`config.mk`:
```
export PLATFORM = sky130hd
export DESIGN_NAME = lsu_mem_ctrl
export DESIGN_NICKNAME = d
export VERILOG_FILES = /design/src/rtl/lsu_pkg.sv /design/src/rtl/lsu_load_ext.sv /design/src/rtl/lsu_mem_ctrl.sv
export SDC_FILE = /design/constraint.sdc
export NUM_CORES = 1
export LEC_CHECK = 0
export BUFFER_PORTS_ARGS = -buffer_cell sky130_fd_sc_hd__buf_4
export CORE_AREA = 2 2 181 183
export DETAILED_ROUTE_END_ITERATION = 10
export DIE_AREA = 0 0 183 185
export HOLD_SLACK_MARGIN = 0.08
export SLEW_MARGIN = 25
export SYNTH_ARGS = -nofsm -noshare
export SYNTH_HDL_FRONTEND = slang
export SYNTH_HIERARCHICAL = 1
export SYNTH_SLANG_ARGS = --single-unit
```
`constraint.sdc`:
```
create_clock -name clk -period 2.1 [get_ports clk]
set_clock_uncertainty 0.2 [all_clocks]
set_input_delay 0.315 -clock clk [delete_from_list [all_inputs] [get_ports clk]]
set_output_delay 0.315 -clock clk [all_outputs]
set_load 0.005 [all_outputs]
```
`src/rtl/lsu_pkg.sv`:
```
// lsu_pkg: shared definitions for the load/store unit memory controller.
//   - funct3 encodings for RISC-V loads/stores
//   - controller state enum
//   - exception cause codes reported to WB
//   - size_of(): access size in bytes from funct3
package lsu_pkg;

    localparam logic [2:0] F3_B  = 3'b000;
    localparam logic [2:0] F3_H  = 3'b001;
    localparam logic [2:0] F3_W  = 3'b010;
    localparam logic [2:0] F3_D  = 3'b011;
    localparam logic [2:0] F3_BU = 3'b100;
    localparam logic [2:0] F3_HU = 3'b101;
    localparam logic [2:0] F3_WU = 3'b110;

    typedef enum logic [1:0] {
        IDLE   = 2'd0,
        ACCESS = 2'd1,
        RESP   = 2'd2
    } state_t;

    localparam logic [3:0] EXC_ILLEGAL      = 4'd2;
    localparam logic [3:0] EXC_LD_MISALIGN  = 4'd4;
    localparam logic [3:0] EXC_ST_MISALIGN  = 4'd6;

    // Unsigned variants share the size of their signed counterpart, so only
    // the low two bits matter.
    function automatic logic [7:0] size_of(input logic [2:0] funct3);
        return 8'd1 << funct3[1:0];
    endfunction

endpackage

```
`src/rtl/lsu_load_ext.sv`:
```
// lsu_load_ext: combinational load-data extension.
// Ports:
//   funct3   in   3     load type (B/H/W/D/BU/HU/WU)
//   rd_data  in   XLEN  raw data from data memory, addressed byte in bit 0
//   data     out  XLEN  sign- or zero-extended load result
module lsu_load_ext
    import lsu_pkg::*;
#(
    parameter int XLEN = 64
) (
    input  logic [2:0]      funct3,
    input  logic [XLEN-1:0] rd_data,
    output logic [XLEN-1:0] data
);

    always_comb begin
        data = rd_data;
        case (funct3)
            F3_B:    data = {{(XLEN-8){rd_data[7]}},   rd_data[7:0]};
            F3_H:    data = {{(XLEN-16){rd_data[15]}}, rd_data[15:0]};
            F3_W:    data = {{(XLEN-32){rd_data[31]}}, rd_data[31:0]};
            F3_D:    data = rd_data;
            F3_BU:   data = {{(XLEN-8){1'b0}},  rd_data[7:0]};
            F3_HU:   data = {{(XLEN-16){1'b0}}, rd_data[15:0]};
            F3_WU:   data = {{(XLEN-32){1'b0}}, rd_data[31:0]};
            default: data = rd_data;
        endcase
    end

endmodule

```
`src/rtl/lsu_mem_ctrl.sv`:
```
// lsu_mem_ctrl: initiator side of the data-memory port. Accepts one load or
// store from EX, performs a single-cycle memory access, and returns the
// extended load result (or store completion / exception) to WB.
// Ports:
//   clk, rst                   clock, synchronous active-high reset
//   req_valid/req_ready        EX request handshake
//   req_we, req_funct3         1=store/0=load, RISC-V access type
//   req_addr, req_wdata        byte address, store data (low bytes used)
//   resp_valid/resp_ready      WB response handshake
//   resp_data                  extended load data, 0 for stores/exceptions
//   resp_exc, resp_exc_code    exception flag and cause (2, 4, 6)
//   rd_en, rd_addr, rd_data    combinational read port of data_mem
//   wr_en, wr_addr, wr_data,
//   wr_len                     write port of data_mem, committed at posedge
module lsu_mem_ctrl
    import lsu_pkg::*;
#(
    parameter int XLEN        = 64,
    parameter bit ALIGN_CHECK = 1'b1
) (
    input  logic            clk,
    input  logic            rst,
    input  logic            req_valid,
    output logic            req_ready,
    input  logic            req_we,
    input  logic [2:0]      req_funct3,
    input  logic [XLEN-1:0] req_addr,
    input  logic [XLEN-1:0] req_wdata,
    output logic            resp_valid,
    input  logic            resp_ready,
    output logic [XLEN-1:0] resp_data,
    output logic            resp_exc,
    output logic [3:0]      resp_exc_code,
    output logic            rd_en,
    output logic [XLEN-1:0] rd_addr,
    input  logic [XLEN-1:0] rd_data,
    output logic            wr_en,
    output logic [XLEN-1:0] wr_addr,
    output logic [XLEN-1:0] wr_data,
    output logic [7:0]      wr_len
);

    state_t          state, state_nxt;
    logic            fire;
    logic [2:0]      align_mask;
    logic            req_illegal, req_misaligned, req_exc;
    logic [3:0]      req_code;

    logic            we_q;
    logic [2:0]      funct3_q;
    logic [XLEN-1:0] addr_q;
    logic [XLEN-1:0] wdata_q;
    logic [XLEN-1:0] load_ext;

    // Zero every byte lane above the access size so data_mem never sees
    // stale upper bytes of the source register.
    function automatic logic [XLEN-1:0] store_lanes(input logic [2:0]      f3,
                                                     input logic [XLEN-1:0] d);
        case (f3[1:0])
            2'b00:   return {{(XLEN-8){1'b0}},  d[7:0]};
            2'b01:   return {{(XLEN-16){1'b0}}, d[15:0]};
            2'b10:   return {{(XLEN-32){1'b0}}, d[31:0]};
            default: return d;
        endcase
    endfunction

    lsu_load_ext #(.XLEN(XLEN)) u_load_ext (
        .funct3  (funct3_q),
        .rd_data (rd_data),
        .data    (load_ext)
    );

    // A response slot frees up either when idle or when WB takes the
    // current response in this very cycle.
    assign req_ready  = ((state == IDLE) || ((state == RESP) && resp_ready)) && !rst;
    assign fire       = req_valid && req_ready;
    assign resp_valid = (state == RESP) && !rst;

    // Decode is done on the live request so an exception can skip ACCESS.
    always_comb begin
        case (req_funct3[1:0])
            2'b00:   align_mask = 3'b000;
            2'b01:   align_mask = 3'b001;
            2'b10:   align_mask = 3'b011;
            default: align_mask = 3'b111;
        endcase
        req_illegal    = (req_funct3 == 3'b111) || (req_we && req_funct3[2]);
        req_misaligned = ALIGN_CHECK && ((req_addr[2:0] & align_mask) != 3'b000);
        req_exc        = req_illegal || req_misaligned;
        if (req_illegal)
            req_code = EXC_ILLEGAL;
        else if (req_we)
            req_code = EXC_ST_MISALIGN;
        else
            req_code = EXC_LD_MISALIGN;
    end

    always_ff @(posedge clk) begin
        if (rst)
            state <= IDLE;
        else
            state <= state_nxt;
    end

    // Memory port is driven only during ACCESS; reset forces it quiet even
    // mid-access so an interrupted store never commits.
    always_comb begin
        state_nxt = state;
        rd_en     = 1'b0;
        rd_addr   = '0;
        wr_en     = 1'b0;
        wr_addr   = '0;
        wr_data   = '0;
        wr_len    = 8'd0;
        case (state)
            IDLE: state_nxt = IDLE;
            ACCESS: begin
                if (we_q) begin
                    wr_en   = 1'b1;
                    wr_addr = addr_q;
                    wr_data = store_lanes(funct3_q, wdata_q);
                    wr_len  = size_of(funct3_q);
                end else begin
                    rd_en   = 1'b1;
                    rd_addr = addr_q;
                end
                state_nxt = RESP;
            end
            RESP: if (resp_ready) state_nxt = IDLE;
            default: state_nxt = IDLE;
        endcase
        if (fire)
            state_nxt = req_exc ? RESP : ACCESS;
        if (rst) begin
            state_nxt = IDLE;
            rd_en     = 1'b0;
            rd_addr   = '0;
            wr_en     = 1'b0;
            wr_addr   = '0;
            wr_data   = '0;
            wr_len    = 8'd0;
        end
    end

    // Request capture and response registers. Fire and ACCESS are mutually
    // exclusive because req_ready is low during ACCESS.
    always_ff @(posedge clk) begin
        if (rst) begin
            we_q          <= 1'b0;
            funct3_q      <= 3'b000;
            addr_q        <= '0;
            wdata_q       <= '0;
            resp_data     <= '0;
            resp_exc      <= 1'b0;
            resp_exc_code <= 4'd0;
        end else begin
            if (fire) begin
                we_q     <= req_we;
                funct3_q <= req_funct3;
                addr_q   <= req_addr;
                wdata_q  <= req_wdata;
                if (req_exc) begin
                    resp_data     <= '0;
                    resp_exc      <= 1'b1;
                    resp_exc_code <= req_code;
                end
            end
            if (state == ACCESS) begin
                resp_data     <= we_q ? '0 : load_ext;
                resp_exc      <= 1'b0;
                resp_exc_code <= 4'd0;
            end
        end
    end

endmodule
```
==> flow_summary.yaml, run 1 <==
outcome:
  result_of_the_run: "finished, violations left"
  violations: "setup timing"
detailed_routing:
  met2_wirelength_from_detailed_routing_mm: 20.97
  ant_nets: 0
  drt_iter0_markers: 378
  dr_wl_met3_mm: 3.162
  average_vias_per_placed_instance: 4.835
  routed_wire_length_per_instance_um: 19.38
  route.detailed.drc: 0
  vias: 10650
  wirelength_met1_mm: 16.99
  top_signal_layer_used: "met5"
  count_of_tritonroute_iterations_in_the_first_routing_pass: 5
  wirelength_mm: 42.70
yosys:
  synth-compound-area-share: 0.1924
  postSynthRegisterBits: 201
  synthesis.area_per_instance_um2: 8.078
  synth_xor_area_frac: 0
  post_synth_mux_area_share: 0.001516
  syn-instance-count: 1124
  post_synth_num_cell_types: 39
  largest_family_of_logic_cells_by_synthesized_area: "simple AND/OR/NAND/NOR gates"
  synth-seq-area-share: 0.4432
  synth-simple-area-share: 0.2897
  synth.yosys.warnings: 6
  synth_enable_flop_cells: 0
  netlist_area_before_placement_um2: 9080
  asyncSetResetFlopFracSynth: 0
  synth_fa_ha_area_frac: 0
  synth_top_flop_cell: "dfxtp_1"
cts:
  htreeDepth: 1
  clock_sinks: 201
  path_clk_slew_ps: 60
  root_buffer: "clkbuf_16"
  clock_path_buffers: 3
  clkLatencyLatePin_ps: 530
  cts_tree: "yes"
  tritoncts.num_buffers: 25
critical_path:
  setup.worst_path.end_class: "output pin"
  data_required_critical_path_ps: 1580
  worst-setup-path-type: "register to output pin"
  timing.critical_path.from_type: "register"
  cell_with_the_largest_stage_delay_on_the_worst_path: "dfxtp_4"
  timing.critical_path.fanout_max: 17
  slowest_delay_ps: 360
  worst_path_cell_chain: "and4bb_4, and3_4, buf_12, and2_1, buf_4"
  crit_arrival_ps: 1930
pwr:
  power-per-cell-area_nw_per_um2: 582.6
  total_leakage_power_nw: 7.693
  power.ir.vdd_worst_uv: 528.9
floorplan:
  die_h_um: 185
  floorplan.initialDensity: 0.2834
  rows: 66
  top_level_ports: 473
  die_width_um: 183
  design.core.area_um2: 32040
  dieArea_um2: 33860
global_routing:
  grt.total_usage: 0.2225
  number_of_global_route_vias_before_repair: 10400
  grt_max_degree: 65
  antenna_found_initial: 2
  grt_first_pass_wirelength_mm: 59.10
  grt_overflow_total: 0
timing:
  worst-slew-pin-transition_ps: 685.9
  finalMaxSlewViolations: 0
  final.setup.tns_ps: -56540
  clock.fmax_mhz: 408.4
  finalHoldViolations: 0
  postLayoutSetupSlackWorst_ps: -348.7
  setup_viol: 198
  finalWorstPathRequiredPeriod_ps: 2449
  unrepaired_setup_endpoints_after_global_routing: "true"
  post-route-period-util: 1.166
  timing.slew.headroom: 0.5428
worst_hold_path:
  hold_path_class: "input pin to register"
placed_design:
  place_congestion: 0.8095
  dpl_worst_slack_ps: 51.27
  place.port_buffers: 466
  detailedPlacementHpwl_mm: 24.54
final_layout:
  area.sequential_um2: 4034
  syn_to_final_growth_pct: 93.33
  drive_above_1_share: 0.4184
  multi_input_gate_area_um2: 4853
  final_nets: 1977
  num_antenna_cells: 0
  layout.filler_cells: 2729
flow_run:
  maxCapViolations: 0
layout by cell type (no fill, tap or decap), types with 33 or more instances in the layout:
master         netlist  layout
a22o_1              64      64
clkbuf_16            0      33
and2_4               0     115
buf_6               14     138
and2_1             176      61
nand2_1            290     290
a21oi_1            137     137
dfxtp_1            201     197
buf_4               20     356
dlygate4sd3_1        0     199
routing by layer:
layer	vias up	GRT usage
li1	5035	-
met1	5058	0.2708
met2	474	0.3856
met3	81	0.05151
met4	4	0.07680
met5	-	0
critical path: cells and delay by family, from the launching register on:
| kind | cells | cell delay [ps] |
|---|---|---|
| AND/OR/NAND/NOR | 3 | 750 |
| buffers and inverters | 2 | 290 |
| flip-flops | 1 | 360 |
metrics by stage:
step	power, mW	std cells	hold WS [ps]	util	cell area, µm²
after floorplan	4.706	1129	231.7	-	9099
after global placement	5.237	1916	238.5	0.4034	12920
after detailed placement	5.251	1916	242.1	0.4034	12920
after CTS	10.27	2186	165.2	0.5277	16910
after global routing	10.60	2203	196.9	0.5479	17550
final	10.23	2203	179.6	0.5479	17550
synthesized netlist by cell type (4+ instances only):
| cell type | n | area, µm² |
|---|---|---|
| a211oi_1 | 4 | 30.03 |
| clkbuf_1 | 61 | 229.0 |
| buf_2 | 18 | 90.09 |
| buf_6 | 14 | 157.7 |
| a22o_1 | 64 | 560.5 |
| buf_1 | 6 | 22.52 |
| dfxtp_1 | 201 | 4024 |
| a21oi_1 | 137 | 685.7 |
| buf_4 | 20 | 150.1 |
| o211ai_1 | 16 | 120.1 |
| o21ai_0 | 18 | 90.09 |
| nand2_1 | 290 | 1089 |
| o21ai_1 | 6 | 30.03 |
| o211ai_2 | 16 | 200.2 |
| and2_1 | 176 | 1101 |
| and3_1 | 17 | 106.4 |
| nand3_1 | 32 | 160.2 |
cell type report:
cell class              instances  share of cell area
repair buffers                741              0.4140
multi-input cells             806              0.2765
flip-flops and latches        201              0.2298
clock buffers                  34             0.04098
well taps                     408             0.02908
clock inverters                11            0.009266
inverters                       2           0.0004277
report_power, final:
part,switching [mW],leakage [nW],internal [mW]
Combinational,0.669,5.62,0.820
Sequential,0.124,1.64,3.97
Clock,1.76,0.440,2.88
what timing repair did:
| item | CTS | global route |
|---|---|---|
| hold buffers | 199 | 0 |
| gates cloned | 13 | 11 |
| setup endpoints to repair | 198 | 264 |
| buffers inserted | 13 | 11 |
| hold endpoints to repair | 200 | 0 |
| pin swaps | 39 | 16 |
| gates resized for setup | 185 | 129 |
flip-flops by register name (all words and copies together), names as in the netlist:
name,cells
addr_q,64
funct3_q,3
resp_data,64
resp_exc,1
resp_exc_code,2
state,2
wdata_q,64
we_q,1
path summary, 6_finish.rpt:
kind | start | endpoint | slack, ps | depth (start not counted)
min reg2reg | wdata_q[34] | wdata_q[34] | 250 | 2
max | state[1] | wr_data[40] | -350 | 5
max reg2reg | state[1] | addr_q[9] | 60 | 6
min | rst | state[0] | 180 | 4
cells by family after synthesis:
group,Yosys count
AO/OA/AOI/OAI,265
buffers and inverters,122
flip-flops,201
multiplexers,1
other,1
AND/OR/NAND/NOR,534
Note: power is estimated with default switching activity, not from simulation.
==> inputs of run 2 (changes only) <==
==> constraint.sdc (replaced) <==
create_clock -name clk -period 2.35 [get_ports clk]
set_clock_uncertainty 0.2 [all_clocks]
set_input_delay 0.3525 -clock clk [delete_from_list [all_inputs] [get_ports clk]]
set_output_delay 0.3525 -clock clk [all_outputs]
set_load 0.005 [all_outputs]
==> run 2 against run 1 <==
  * The run still ends with setup timing left
  * Critical path depth unchanged
  * Sequential cell count unchanged
  * Worst hold slack worse by 37 ps
  * Global-route usage down 1.0 points
  * Core utilization down 0.82 points
  * Critical path type unchanged
  * Sequential share of layout area up 0.35 points
==> flow_summary.yaml, run 2 (same netlist as run 1, synthesis figures left out) <==
outcome:
  result_of_the_run: "finished, violations left"
  violations: "setup timing"
timing:
  finalMaxSlewViolations: 0
  clock.fmax_mhz: 399.3
  worst-slew-pin-transition_ps: 639.0
  setup_viol: 170
  post-route-period-util: 1.066
  finalWorstPathRequiredPeriod_ps: 2505
  timing.slew.headroom: 0.5740
  finalHoldViolations: 0
  postLayoutSetupSlackWorst_ps: -154.6
  unrepaired_setup_endpoints_after_global_routing: "true"
cts:
  clock_sinks: 201
  tritoncts.num_buffers: 25
  path_clk_slew_ps: 60
  clock_path_buffers: 3
  clkLatencyLatePin_ps: 520
  root_buffer: "clkbuf_16"
  htreeDepth: 1
  cts_tree: "yes"
critical_path:
  cell_with_the_largest_stage_delay_on_the_worst_path: "dfxtp_4"
  data_required_critical_path_ps: 1800
  crit_arrival_ps: 1950
  timing.critical_path.from_type: "register"
  worst_path_cell_chain: "and4bb_4, and3_4, clkbuf_16, and2_1, buf_4"
  worst_r2r_path_depth: 6
  slowest_delay_ps: 360
  worst_r2r_endpoint: "addr_q[7]"
  r2r_slack_ps: 300
  cp.buffers_inverters: 2
  worst-setup-path-type: "register to output pin"
  launch_instance_of_the_worst_register_to_register_path: "state[1]"
  critPathTopFamily: "simple AND/OR/NAND/NOR gates"
  worst-path-stages: 5
  timing.critical_path.fanout_max: 16
  critical_path.endpoint: "wr_data[62]"
  setup.worst_path.end_class: "output pin"
  timing.critical_path.from: "state[1]"
detailed_routing:
  vias: 10610
  average_vias_per_placed_instance: 4.837
  drt_iter0_markers: 437
  wirelength_mm: 41.63
  ant_nets: 0
  count_of_tritonroute_iterations_in_the_first_routing_pass: 5
  routed_wire_length_per_instance_um: 18.97
  route.detailed.drc: 0
placed_design:
  detailedPlacementHpwl_mm: 24.38
  place.port_buffers: 466
  place_congestion: 0.8004
  placedInstanceArea_um2: 12930
global_routing:
  grt_overflow_total: 0
  number_of_global_route_vias_before_repair: 10140
  grt_max_degree: 65
  grt_first_pass_wirelength_mm: 57.13
  grt.total_usage: 0.2125
  antenna_found_initial: 4
pwr:
  power-per-cell-area_nw_per_um2: 520.5
  totalPowerFinal_mw: 8.999
  power.ir.vdd_worst_uv: 492.6
  total_leakage_power_nw: 7.625
floorplan:
  die_width_um: 183
  floorplan.initialDensity: 0.2834
  design.core.area_um2: 32040
  die_h_um: 185
  top_level_ports: 473
  rows: 66
  dieArea_um2: 33860
final_layout:
  mostFrequentLayoutCells: "362 x buf_4, 289 x nand2_1, 197 x dfxtp_1, 196 x dlygate4sd3_1, 137 x a21oi_1"
  largestRegisters: "addr_q (64), resp_data (64), wdata_q (64)"
  final_nets: 1966
  syn_to_final_growth_pct: 90.42
  drive_above_1_share: 0.4154
  postLayoutCellArea_um2: 17290
  layout.cells.most_common: "buf_4"
worst_hold_path:
  hold_path_class: "input pin to register"
  min_delay_path_depth: 4
flow_run:
  maxCapViolations: 0
-- run 2: worst reg2reg max path, stage by stage, from the launching register on --
cell and delay, ps:
dfxtp_4 360, buf_4 140, nor2b_4 140, or4b_4 600, buf_12 250, nand2_1 160, a21oi_1 80
-- run 2: worst min path at each step --
stage                      startpoint       endpoint  slack [ps]
final                     rd_data[32]  resp_data[32]         140
after CTS                 rd_data[32]  resp_data[32]         110
after global placement    wdata_q[15]    wdata_q[15]         240
after global routing      rd_data[50]  resp_data[50]         110
after floorplan            wdata_q[0]     wdata_q[0]         230
after detailed placement     resp_exc       resp_exc         240
-- run 2: repair_timing --
| item | CTS | global route |
|---|---|---|
| gates cloned | 8 | 12 |
| hold endpoints to repair | 196 | 0 |
| gates resized for setup | 51 | 251 |
| setup endpoints to repair | 179 | 194 |
| pin swaps | 9 | 23 |
| buffers inserted | 9 | 9 |
| hold buffers | 196 | 0 |
-- run 2: final cells by class --
cell class                      count  area (µm²)
Fill cell                        2717       14750
Timing Repair Buffer              730        7053
Tap cell                          408       510.5
Clock inverter                      5       100.1
Clock buffer                       40       762.0
Sequential cell                   201        4034
Antenna cell                        2       5.005
Multi-Input combinational cell    806        4818
Inverter                            2       7.507
-- run 2: routing by layer --
| layer | share of wire | global-route usage | routed length (µm) | up-vias |
|---|---|---|---|---|
| li1 | - | - | - | 5019 |
| met1 | 0.40 | 0.2557 | 16670 | 5013 |
| met2 | 0.49 | 0.3727 | 20420 | 490 |
| met3 | 0.073 | 0.04738 | 3050 | 87 |
| met4 | 0.035 | 0.07456 | 1467 | 4 |
| met5 | 0.00060 | 0 | 25 | - |
-- run 2: through the flow --
step	cells	setup TNS, ps	setup WS, ps	utilization	hold slack, ps
floorplan	1129	0	481.3	-	231.7
global placement	1918	0	218.7	0.4035	238.7
detailed placement	1918	0	196.8	0.4035	241.1
CTS	2176	-15560	-153.3	0.5057	105.5
global route	2194	-23210	-208.9	0.5396	108.3
finish	2194	-11400	-154.6	0.5396	143.0
-- run 2: report_power, final --
group          internal [mW]  switching [mW]
clock                   2.53            1.50
combinational          0.721           0.581
sequential              3.55           0.114
total                   6.80            2.20
==> inputs of run 3 (changes only) <==
--- a/config.mk
+++ b/config.mk
@@ -10,6 +10,8 @@
 export DETAILED_ROUTE_END_ITERATION = 10
 export DIE_AREA = 0 0 183 185
 export HOLD_SLACK_MARGIN = 0.08
+export MAX_ROUTING_LAYER = met4
+export SKIP_LAST_GASP = 1
 export SLEW_MARGIN = 25
 export SYNTH_ARGS = -nofsm -noshare
 export SYNTH_HDL_FRONTEND = slang
==> run 3 against run 2 <==
  * The run still ends with setup timing left
  * Critical endpoint is now wr_data[43]
  * Largest power group unchanged
  * Critical path type unchanged
  * First-iteration DRC count is 17% higher
  * Combinational power about the same
  * Final cell count rose by 0.23%
  * Largest cell class unchanged
==> flow_summary.yaml, run 3 (same netlist as run 1, synthesis figures left out) <==
cts:
  clkLatencyLatePin_ps: 510
  tritoncts.num_buffers: 25
  clock_path_buffers: 3
  htreeDepth: 1
  root_buffer: "clkbuf_16"
  cts_tree: "yes"
  clock_sinks: 201
  path_clk_slew_ps: 60
placed_design:
  numPlacedInstances: 1918
  place_congestion: 0.8135
  dpl_worst_slack_ps: 196.8
  place.port_buffers: 466
  detailedPlacementHpwl_mm: 24.38
floorplan:
  die_width_um: 183
  die_h_um: 185
  top_level_ports: 473
  rows: 66
  design.core.area_um2: 32040
  dieArea_um2: 33860
  floorplan.initialDensity: 0.2834
timing:
  timing.slew.headroom: 0.5787
  finalMaxSlewViolations: 0
  worst-slew-pin-transition_ps: 631.9
  post-route-period-util: 1.052
  setup_viol: 172
  finalHoldViolations: 0
  clock.fmax_mhz: 404.4
  unrepaired_setup_endpoints_after_global_routing: "true"
  postLayoutSetupSlackWorst_ps: -123.0
  finalWorstPathRequiredPeriod_ps: 2473
global_routing:
  grt.total_usage: 0.2193
  number_of_global_route_vias_before_repair: 10170
  grt_first_pass_wirelength_mm: 57.19
  antenna_found_initial: 5
  grt_overflow_total: 0
  grt_max_degree: 65
detailed_routing:
  average_vias_per_placed_instance: 4.824
  route.detailed.drc: 0
  drt_iter0_markers: 513
  ant_nets: 0
  count_of_tritonroute_iterations_in_the_first_routing_pass: 5
  wirelength_mm: 40.57
  routed_wire_length_per_instance_um: 18.45
  vias: 10610
pwr:
  power-per-cell-area_nw_per_um2: 532.4
  power.ir.vdd_worst_uv: 493.8
  total_leakage_power_nw: 7.515
final_layout:
  layout.cells.most_common: "buf_4"
  largestRegisters: "addr_q (64), resp_data (64), wdata_q (64)"
  finish.cell_count_without_fillers: 2199
  mostFrequentLayoutCells: "419 x buf_4, 290 x nand2_1, 197 x dfxtp_1, 196 x dlygate4sd3_1, 137 x a21oi_1"
  layout.filler_cells: 2784
  final_nets: 1967
  drive_above_1_share: 0.3849
  syn_to_final_growth_pct: 86.03
outcome:
  result_of_the_run: "finished, violations left"
  violations: "setup timing"
critical_path:
  data_required_critical_path_ps: 1800
  worst-setup-path-type: "register to output pin"
  crit_arrival_ps: 1920
  timing.critical_path.from_type: "register"
  setup.worst_path.end_class: "output pin"
  timing.critical_path.fanout_max: 9
worst_hold_path:
  hold_path_class: "input pin to register"
flow_run:
  maxCapViolations: 0
-- run 3: per-layer routing --
layer / vias up / GRT usage / routed length, µm
met2: 445 / 0.3703 / 19860
met5: - / - / 0
met1: 5064 / 0.2581 / 16790
li1: 5027 / - / -
met3: 72 / 0.04680 / 2692
met4: 0 / 0.07872 / 1219
-- run 3: worst paths after layout --
| check | from | to | slack [ps] | cells past startpoint |
|---|---|---|---|---|
| setup / recovery | state[1] | wr_data[43] | -120 | 5 |
| hold / removal | rd_data[32] | resp_data[32] | 140 | 4 |
| setup reg to reg | state[1] | addr_q[7] | 320 | 6 |
| hold reg to reg | resp_exc | resp_exc | 250 | 2 |
-- run 3: layout make-up --
type | count | area [µm²] | area share
diodes | 6 | 15.01 | 0.0008889
clock buffers | 40 | 762.0 | 0.04511
clock inverters | 5 | 100.1 | 0.005926
inverters | 2 | 7.507 | 0.0004444
multi-input cells | 806 | 4666 | 0.2762
flip-flops and latches | 201 | 4034 | 0.2388
well taps | 408 | 510.5 | 0.03022
repair buffers | 731 | 6797 | 0.4024
-- run 3: worst max-delay path: stages (launching register included) --
cell      delay, ps
dfxtp_4         350
and4bb_4        340
and3_4          260
buf_12          160
and2_1          160
buf_4           120
-- run 3: what timing repair did --
item | CTS | global route
endpoints found under the hold margin | 196 | 0
buffers inserted | 9 | 13
setup endpoints to repair | 179 | 194
pin swaps | 8 | 14
hold buffers | 196 | 0
cloned | 8 | 9
gates resized for setup | 45 | 144
-- run 3: per-stage QoR --
| stage | total power, mW | TNS (ps) | cell area, µm² | utilization | hold WS, ps |
|---|---|---|---|---|---|
| CTS | 9.047 | -17920 | 16200 | 0.5055 | 105.5 |
| detailed placement | 4.697 | 0 | 12930 | 0.4035 | 241.1 |
| finish | 8.993 | -8681 | 16890 | 0.5272 | 137.8 |
| global route | 9.330 | -21730 | 16890 | 0.5271 | 108.3 |
| global placement | 4.688 | 0 | 12930 | 0.4035 | 238.7 |
| floorplan | 4.206 | 0 | 9099 | - | 231.7 |
-- run 3: report_power, final --
group	leakage, nW	internal (mW)	switching (mW)	total [mW]
Combinational	5.45	0.719	0.580	1.30
Sequential	1.64	3.55	0.108	3.66
Clock	0.424	2.53	1.51	4.04
Total	7.51	6.80	2.20	8.99
